==> config.mk <==
export PLATFORM = sky130hd
export DESIGN_NAME = lcd_refresh_controller_flat
export DESIGN_NICKNAME = d
export VERILOG_FILES = /design/src/rtl/lcd_refresh_controller_if.sv /design/src/rtl/lcd_refresh_controller.sv /design/src/flat_wrapper.sv
export SDC_FILE = /design/constraint.sdc
export NUM_CORES = 1
export LEC_CHECK = 0
export ABC_CLOCK_PERIOD_IN_PS = 4400
export CORE_ASPECT_RATIO = 1.2
export CORE_MARGIN = 2
export CORE_UTILIZATION = 25
export CTS_BUF_LIST = sky130_fd_sc_hd__clkbuf_4
export DETAILED_ROUTE_END_ITERATION = 8
export PLACE_DENSITY = 0.5
export SYNTH_ARGS = -nofsm -noshare
export SYNTH_HDL_FRONTEND = slang
export SYNTH_SLANG_ARGS = --single-unit
==> constraint.sdc <==
create_clock -name clk -period 4.4 [get_ports clk]
set_input_delay 1.32 -clock clk [delete_from_list [all_inputs] [get_ports clk]]
set_output_delay 1.32 -clock clk [all_outputs]
set_load 0.02 [all_outputs]
==> src/rtl/lcd_refresh_controller_if.sv <==
// rtl/lcd_refresh_controller_if.sv - debug tap inputs and HD44780 pin bundle
interface lcd_refresh_controller_if;
  logic [31:0] pc_word;
  logic [3:0]  sel_idx;
  logic [31:0] sel_word;
  logic        refresh_req;
  logic [7:0]  lcd_data;
  logic        lcd_rs;
  logic        lcd_rw;
  logic        lcd_en;
  logic        init_done;
  logic        frame_done;

  // Controller side: consumes the debug taps, drives the LCD pins and status
  modport master (
    input  pc_word, sel_idx, sel_word, refresh_req,
    output lcd_data, lcd_rs, lcd_rw, lcd_en, init_done, frame_done
  );

  // Board / datapath side
  modport slave (
    output pc_word, sel_idx, sel_word, refresh_req,
    input  lcd_data, lcd_rs, lcd_rw, lcd_en, init_done, frame_done
  );
endinterface

==> src/rtl/lcd_refresh_controller.sv <==
// rtl/lcd_refresh_controller.sv - HD44780 16x2 init and continuous PC/debug-word refresh
module lcd_refresh_controller #(
  parameter int unsigned T_POWERUP   = 750000,
  parameter int unsigned T_SETUP     = 2,
  parameter int unsigned T_EN        = 25,
  parameter int unsigned T_CMD       = 2000,
  parameter int unsigned T_CLEAR     = 82000,
  parameter int unsigned REFRESH_GAP = 500000
) (
  input  logic                      clk,
  input  logic                      reset_n,
  lcd_refresh_controller_if.master  bus
);

  // One timer serves every state, so it is sized for the longest wait
  localparam int unsigned M0    = (T_POWERUP > T_CLEAR) ? T_POWERUP : T_CLEAR;
  localparam int unsigned M1    = (M0 > REFRESH_GAP) ? M0 : REFRESH_GAP;
  localparam int unsigned M2    = (M1 > T_CMD) ? M1 : T_CMD;
  localparam int unsigned M3    = (M2 > T_EN) ? M2 : T_EN;
  localparam int unsigned T_MAX = (M3 > T_SETUP) ? M3 : T_SETUP;
  localparam int unsigned TW    = $clog2(T_MAX + 1);

  localparam logic [TW-1:0] POWERUP_LAST = TW'(T_POWERUP - 1);
  localparam logic [TW-1:0] SETUP_LAST   = TW'(T_SETUP - 1);
  localparam logic [TW-1:0] EN_LAST      = TW'(T_EN - 1);
  localparam logic [TW-1:0] CMD_LAST     = TW'(T_CMD - 1);
  localparam logic [TW-1:0] CLEAR_LAST   = TW'(T_CLEAR - 1);
  localparam logic [TW-1:0] GAP_LAST     = TW'(REFRESH_GAP - 1);

  // Byte index: 0..3 during init, 0..33 during a frame (0x80, 16 chars, 0xC0, 16 chars)
  localparam logic [5:0] INIT_LAST_IDX  = 6'd3;
  localparam logic [5:0] FRAME_LAST_IDX = 6'd33;

  typedef enum logic [2:0] {
    PWR_WAIT,
    SETUP,
    STROBE,
    EXEC,
    GAP
  } state_t;

  state_t         state_q, state_d;
  logic [TW-1:0]  timer_q, timer_d;
  logic [5:0]     byte_idx_q, byte_idx_d;
  logic           in_frame_q, in_frame_d;
  logic           pending_q, pending_d;
  logic [31:0]    pc_snap_q, pc_snap_d;
  logic [3:0]     idx_snap_q, idx_snap_d;
  logic [31:0]    word_snap_q, word_snap_d;
  logic [7:0]     lcd_data_q, lcd_data_d;
  logic           lcd_rs_q, lcd_rs_d;
  logic           lcd_en_q, lcd_en_d;
  logic           init_done_q, init_done_d;
  logic           frame_done_q, frame_done_d;

  logic           start_frame;
  logic [8:0]     next_byte;
  logic [TW-1:0]  exec_last;
  logic [5:0]     last_idx;

  function automatic logic [7:0] hex_ascii(input logic [3:0] n);
    return (n < 4'd10) ? (8'h30 + {4'h0, n}) : (8'h37 + {4'h0, n});
  endfunction

  // {rs, data} for byte idx of the init sequence or of a frame built from the snapshot
  function automatic logic [8:0] lcd_byte(input logic        frame,
                                          input logic [5:0]  idx,
                                          input logic [31:0] pc,
                                          input logic [3:0]  sidx,
                                          input logic [31:0] sword);
    logic        line2;
    logic [3:0]  c;
    logic [3:0]  sh;
    logic [31:0] w;
    logic [3:0]  nib;
    logic [7:0]  ch;
    line2 = (idx > 6'd17);
    c     = line2 ? 4'(idx - 6'd18) : 4'(idx - 6'd1);
    w     = line2 ? sword : pc;
    sh    = 4'd11 - c;
    nib   = 4'(w >> {sh[2:0], 2'b00});
    case (c)
      4'd0:    ch = line2 ? 8'h53 : 8'h50;
      4'd1:    ch = line2 ? hex_ascii(sidx) : 8'h43;
      4'd2:    ch = 8'h3A;
      4'd3:    ch = 8'h20;
      4'd12, 4'd13, 4'd14, 4'd15: ch = 8'h20;
      default: ch = hex_ascii(nib);
    endcase
    if (!frame) begin
      case (idx[1:0])
        2'd0:    lcd_byte = 9'h038;
        2'd1:    lcd_byte = 9'h00C;
        2'd2:    lcd_byte = 9'h001;
        default: lcd_byte = 9'h006;
      endcase
    end else if (idx == 6'd0) begin
      lcd_byte = 9'h080;
    end else if (idx == 6'd17) begin
      lcd_byte = 9'h0C0;
    end else begin
      lcd_byte = {1'b1, ch};
    end
  endfunction

  // Next-state: power-up wait, per-byte SETUP/STROBE/EXEC, inter-frame gap
  always_comb begin
    state_d      = state_q;
    timer_d      = timer_q;
    byte_idx_d   = byte_idx_q;
    in_frame_d   = in_frame_q;
    pending_d    = pending_q | bus.refresh_req;
    pc_snap_d    = pc_snap_q;
    idx_snap_d   = idx_snap_q;
    word_snap_d  = word_snap_q;
    lcd_data_d   = lcd_data_q;
    lcd_rs_d     = lcd_rs_q;
    lcd_en_d     = lcd_en_q;
    init_done_d  = init_done_q;
    frame_done_d = 1'b0;
    start_frame  = 1'b0;
    next_byte    = lcd_byte(in_frame_q, byte_idx_q + 6'd1, pc_snap_q, idx_snap_q, word_snap_q);
    exec_last    = (!lcd_rs_q && lcd_data_q == 8'h01) ? CLEAR_LAST : CMD_LAST;
    last_idx     = in_frame_q ? FRAME_LAST_IDX : INIT_LAST_IDX;

    case (state_q)
      PWR_WAIT: begin
        if (timer_q == POWERUP_LAST) begin
          timer_d    = '0;
          state_d    = SETUP;
          in_frame_d = 1'b0;
          byte_idx_d = 6'd0;
          {lcd_rs_d, lcd_data_d} = lcd_byte(1'b0, 6'd0, 32'h0, 4'h0, 32'h0);
        end else begin
          timer_d = timer_q + 1'b1;
        end
      end
      SETUP: begin
        if (timer_q == SETUP_LAST) begin
          timer_d  = '0;
          state_d  = STROBE;
          lcd_en_d = 1'b1;
        end else begin
          timer_d = timer_q + 1'b1;
        end
      end
      STROBE: begin
        if (timer_q == EN_LAST) begin
          timer_d  = '0;
          state_d  = EXEC;
          lcd_en_d = 1'b0;
        end else begin
          timer_d = timer_q + 1'b1;
        end
      end
      EXEC: begin
        if (timer_q == exec_last) begin
          timer_d = '0;
          if (byte_idx_q != last_idx) begin
            state_d    = SETUP;
            byte_idx_d = byte_idx_q + 6'd1;
            {lcd_rs_d, lcd_data_d} = next_byte;
          end else if (!in_frame_q) begin
            init_done_d = 1'b1;
            start_frame = 1'b1;
          end else begin
            state_d      = GAP;
            frame_done_d = 1'b1;
          end
        end else begin
          timer_d = timer_q + 1'b1;
        end
      end
      GAP: begin
        if (pending_q || bus.refresh_req || timer_q == GAP_LAST) begin
          pending_d   = 1'b0;
          start_frame = 1'b1;
        end else begin
          timer_d = timer_q + 1'b1;
        end
      end
      default: begin
        state_d = PWR_WAIT;
        timer_d = '0;
      end
    endcase

    // Frame entry: freeze the taps so the whole frame shows one coherent picture
    if (start_frame) begin
      state_d     = SETUP;
      timer_d     = '0;
      in_frame_d  = 1'b1;
      byte_idx_d  = 6'd0;
      pc_snap_d   = bus.pc_word;
      idx_snap_d  = bus.sel_idx;
      word_snap_d = bus.sel_word;
      {lcd_rs_d, lcd_data_d} = 9'h080;
    end
  end

  // State registers; asynchronous reset drops EN immediately and restarts from power-up wait
  always_ff @(posedge clk or negedge reset_n) begin
    if (!reset_n) begin
      state_q      <= PWR_WAIT;
      timer_q      <= '0;
      byte_idx_q   <= 6'd0;
      in_frame_q   <= 1'b0;
      pending_q    <= 1'b0;
      pc_snap_q    <= 32'h0;
      idx_snap_q   <= 4'h0;
      word_snap_q  <= 32'h0;
      lcd_data_q   <= 8'h00;
      lcd_rs_q     <= 1'b0;
      lcd_en_q     <= 1'b0;
      init_done_q  <= 1'b0;
      frame_done_q <= 1'b0;
    end else begin
      state_q      <= state_d;
      timer_q      <= timer_d;
      byte_idx_q   <= byte_idx_d;
      in_frame_q   <= in_frame_d;
      pending_q    <= pending_d;
      pc_snap_q    <= pc_snap_d;
      idx_snap_q   <= idx_snap_d;
      word_snap_q  <= word_snap_d;
      lcd_data_q   <= lcd_data_d;
      lcd_rs_q     <= lcd_rs_d;
      lcd_en_q     <= lcd_en_d;
      init_done_q  <= init_done_d;
      frame_done_q <= frame_done_d;
    end
  end

  assign bus.lcd_data   = lcd_data_q;
  assign bus.lcd_rs     = lcd_rs_q;
  assign bus.lcd_rw     = 1'b0;
  assign bus.lcd_en     = lcd_en_q;
  assign bus.init_done  = init_done_q;
  assign bus.frame_done = frame_done_q;

endmodule

==> src/flat_wrapper.sv <==
// flat-port wrapper written by rule: the top's interface ports become plain ports
module lcd_refresh_controller_flat 
#(
  parameter int unsigned T_POWERUP   = 750000,
  parameter int unsigned T_SETUP     = 2,
  parameter int unsigned T_EN        = 25,
  parameter int unsigned T_CMD       = 2000,
  parameter int unsigned T_CLEAR     = 82000,
  parameter int unsigned REFRESH_GAP = 500000
)
  (clk, reset_n, bus_pc_word, bus_sel_idx, bus_sel_word, bus_refresh_req, bus_lcd_data, bus_lcd_rs, bus_lcd_rw, bus_lcd_en, bus_init_done, bus_frame_done);
  lcd_refresh_controller_if bus_i ();
  input  logic clk;
  input  logic reset_n;
  input wire logic [$bits(bus_i.pc_word)-1:0] bus_pc_word;
  input wire logic [$bits(bus_i.sel_idx)-1:0] bus_sel_idx;
  input wire logic [$bits(bus_i.sel_word)-1:0] bus_sel_word;
  input wire logic [$bits(bus_i.refresh_req)-1:0] bus_refresh_req;
  output wire logic [$bits(bus_i.lcd_data)-1:0] bus_lcd_data;
  output wire logic [$bits(bus_i.lcd_rs)-1:0] bus_lcd_rs;
  output wire logic [$bits(bus_i.lcd_rw)-1:0] bus_lcd_rw;
  output wire logic [$bits(bus_i.lcd_en)-1:0] bus_lcd_en;
  output wire logic [$bits(bus_i.init_done)-1:0] bus_init_done;
  output wire logic [$bits(bus_i.frame_done)-1:0] bus_frame_done;
  assign bus_i.pc_word = bus_pc_word;
  assign bus_i.sel_idx = bus_sel_idx;
  assign bus_i.sel_word = bus_sel_word;
  assign bus_i.refresh_req = bus_refresh_req;
  assign bus_lcd_data = bus_i.lcd_data;
  assign bus_lcd_rs = bus_i.lcd_rs;
  assign bus_lcd_rw = bus_i.lcd_rw;
  assign bus_lcd_en = bus_i.lcd_en;
  assign bus_init_done = bus_i.init_done;
  assign bus_frame_done = bus_i.frame_done;
  lcd_refresh_controller #(.T_POWERUP(T_POWERUP), .T_SETUP(T_SETUP), .T_EN(T_EN), .T_CMD(T_CMD), .T_CLEAR(T_CLEAR), .REFRESH_GAP(REFRESH_GAP)) u_core (.clk(clk), .reset_n(reset_n), .bus(bus_i));
endmodule
==> metrics, run 1 <==
Synth Warn # 0; post-synthesis average cell area 10.6 um2; fraction of layout instances using a drive strength above 1 approximately a fifth; status completed; number of enable flip-flop cells after synthesis 0; global route overflow 0; DR iter-0 viols between 200 and 250; Post-DRT Antenna Nets 0; Synth Instances between 500 and 600; Routed WL about 16000 um; Die W 149 um; worst-path cell chain inv_1 > ha_1 > nor4b_2 > or3_4 > o211ai_2 > mux2_2 > o2111a_1 > nor4_4 > inv_1 > ha_1 > inv_1 > a21oi_1 > nor2_2 > a211oi_1 > o41ai_2; clk_lat worst skew approximately 0.51 ns; Yosys cell types 76; clk sinks about 110; HP Class reg -> reg; Max rail drop VDD about 130 uV; antenna violations before repair 1; Syn-to-layout area delta 20.5%; Worst Tran Pin Value around 0.81 ns; H-tree depth 3; Max Clock Skew 0.0300 ns; Syn Std Cell Area ~6300 um2; CTS tree yes; Post-CTS Setup Inserts 0; PD cells around 240 nW/um2; RSZ-0062 raised after global routing false; vias in the first global route a little under 5000; die height 177 um; first-pass GRT wire length 26700 um; top_reg_cell synth dfrtp_1; Final Hold Vio Count 0; first-pass iteration count of the detailed router 7; Max Clock Freq 251 MHz; via density per instance roughly 4.7; DP HPWL between 10000 and 15000 um; via count about 4700; Max FO, Critical Path 10; Final Max Slew Viols 0; DRC 0; Leak ~3.0 nW; Ports 84; Port Buffers 82; CTS root buf clkbuf_4; largest net degree at the start of global routing just over 70; Core Box Area around 25000 um2; die area approximately 26000 um2; hold_buf cts 0; row cnt 63; nets ~750; clock slew at reported path FFs between 0.15 and 0.2 ns; CTS Buf Count 9; Final GP Congestion ~0.8; Slew Limit Headroom a little under half; Top cell by count, worst path inv_1; total power around 1.8 mW; Mapped Nets a little under 700; sequential area share after synthesis 44.3%; minimum clock period between 3 and 4 ns; Startpoint Class flip-flop; Overall Global Routing Usage between 10% and 20%; Longest Clk Path Bufs 2; FF+latch count, synth roughly 110; Final Cycle Share between 90% and 100%; hold slack between 0.4 and 0.5 ns; worst endpoint data arrival time between 4 and 5 ns; Max Cap Violations 0; Crit Path Class reg -> reg; Post-Route Setup TNS 0 ns; WL/cell approximately 16 um; max incr delay on CP approximately 0.5 ns; worst endpoint required time 4.83 ns; slowest CP cell o211ai_2; fraction of registers with async set/reset between 90% and 100%; cts repair resizes 0; # setup viols final 0; initial cell density of the core 25.4%; CP Capture Type flip-flop
## Yosys cell counts, types with 3 or more instances
cell	instances	share of area (%)
buf_1	3	0.18
mux4_2	8	2.9
nor2_1	59	3.5
inv_1	21	1.3
a21oi_1	24	1.9
buf_4	3	0.36
nand4_1	8	0.80
a31oi_1	3	0.30
and2_1	5	0.50
clkbuf_1	15	0.90
nand3b_1	4	0.48
mux2i_1	16	2.6
dfrtp_1	111	44
xnor2_1	13	1.8
o31ai_1	3	0.36
buf_2	6	0.48
mux2_2	73	13
or3_1	3	0.30
and3_1	8	0.80
buf_6	6	1.1
a211oi_1	3	0.36
nor4_1	10	1.0
nor3_1	16	1.3
xor2_1	12	1.7
o21ai_0	22	1.8
nand2_1	48	2.9
o41ai_1	3	0.42
nand3_1	15	1.2
a21o_1	5	0.60
ha_1	11	2.2
## final timing paths
kind	endpoint	cells after the start	from	slack, ns
worst max-delay path	u_core.bus.lcd_data[6]$_DFFE_PN0P_	15	u_core.byte_idx_q[1]$_DFFE_PN0P_	0.41
worst min-delay path	u_core.bus.init_done$_DFFE_PN0P_	1	u_core.bus.init_done$_DFFE_PN0P_	0.49
worst max register to register	u_core.bus.lcd_data[6]$_DFFE_PN0P_	15	u_core.byte_idx_q[1]$_DFFE_PN0P_	0.41
worst min register to register	u_core.bus.init_done$_DFFE_PN0P_	1	u_core.bus.init_done$_DFFE_PN0P_	0.49
max in group asynchronous	u_core.word_snap_q[21]$_DFFE_PN0P_	2	reset_n	2.75
min in group asynchronous	u_core.word_snap_q[30]$_DFFE_PN0P_	1	reset_n	0.84
## cell families (layout without fill, tap and decap cells)
logic type	count (synthesis)	after routing	synth area share (%)
xor gates and xnor gates	26	26	3.75
buffers and inverters	57	131	4.63
other	1	2	0.0598
adders and majority gates	11	11	2.20
AOI/OAI and AO/OA	99	99	11.2
DFF	111	111	44.3
and+or+nand+nor	191	191	14.9
muxes	98	98	18.9
## per-stage QoR
step	area (um2)	utilization, %	std cells	setup WS [ns]
2_1_floorplan	6270	-	594	0.424
3_3_place_gp	7410	30.0	978	0.506
3_5_place_dp	7410	30.0	978	0.435
4_1_cts	7550	30.6	993	0.388
5_1_grt	7560	30.6	994	0.0485
6_report	7560	30.6	994	0.415
## area by class of cell
class | instances | area (um2)
Inverter | 22 | 82.6
Multi-Input combinational cell | 426 | 3210
Clock inverter | 6 | 76.3
Tap cell | 325 | 407
Antenna cell | 1 | 2.50
Fill cell | 2582 | 17100
Sequential cell | 111 | 2780
Timing Repair Buffer | 94 | 933
Clock buffer | 9 | 67.6
## placed cells by master (no fill, tap or decap), types with 4 or more instances in the layout
cell type | netlist | layout
a21o_1 | 5 | 5
dfrtp_1 | 111 | 111
and2_1 | 5 | 5
mux4_2 | 8 | 8
xor2_1 | 12 | 12
buf_4 | 3 | 11
inv_1 | 21 | 21
o21ai_0 | 22 | 22
mux2i_1 | 16 | 16
ha_1 | 11 | 11
nor2_1 | 59 | 59
nor3_1 | 16 | 16
a21oi_1 | 24 | 24
nand3b_1 | 4 | 4
nor4_1 | 10 | 10
mux2_2 | 73 | 73
and3_1 | 8 | 8
nand3_1 | 15 | 15
xnor2_1 | 13 | 13
clkbuf_4 | 0 | 9
nand4_1 | 8 | 8
clkdlybuf4s50_1 | 0 | 81
nand2_1 | 48 | 47
## report_power, final
group | total [mW] | internal (mW) | switching (mW)
registers | 1.07 | 1.05 | 0.0204
logic | 0.151 | 0.0950 | 0.0558
clock network | 0.560 | 0.180 | 0.380
total | 1.78 | 1.33 | 0.456
## state kept, by name (all words and copies together) (netlist names)
signal / count
u_core.word_snap_q: 32
u_core.idx_snap_q: 4
u_core.bus.lcd_rs: 1
u_core.bus.lcd_en: 1
u_core.bus.frame_done: 1
u_core.timer_q: 20
u_core.pending_q: 1
u_core.bus.init_done: 1
u_core.state_q: 3
u_core.in_frame_q: 1
u_core.byte_idx_q: 6
u_core.bus.lcd_data: 8
u_core.pc_snap_q: 32
## critical path, delay by kind of cell (launching register included)
kind | cells | cell delay [ns]
compound gates | 5 | 1.16
simple gates | 4 | 1.13
fa+ha+maj | 2 | 0.49
flops | 1 | 0.44
mux | 1 | 0.39
buf+inv | 3 | 0.27
## layer usage
layer / vias up / global-route usage, % / share of wire (%)
li1: 2258 / - / -
met3: 25 / 2.19 / 3.3
met4: 0 / 4.56 / 2.2
met5: - / 0 / 0
met2: 108 / 22.5 / 49
met1: 2304 / 16.1 / 45
Power figures use the tool's default switching activity.
==> inputs of run 2 (changes only) <==
CTS_CLUSTER_DIAMETER = 40   (was default)
==> results of run 2 <==
The final DEF is identical to that of run 1; final timing and power are the same.
==> inputs of run 3 (changes only) <==
SKIP_LAST_GASP = 1   (was default)
==> results of run 3 <==
The final DEF is identical to that of run 1; final timing and power are the same.
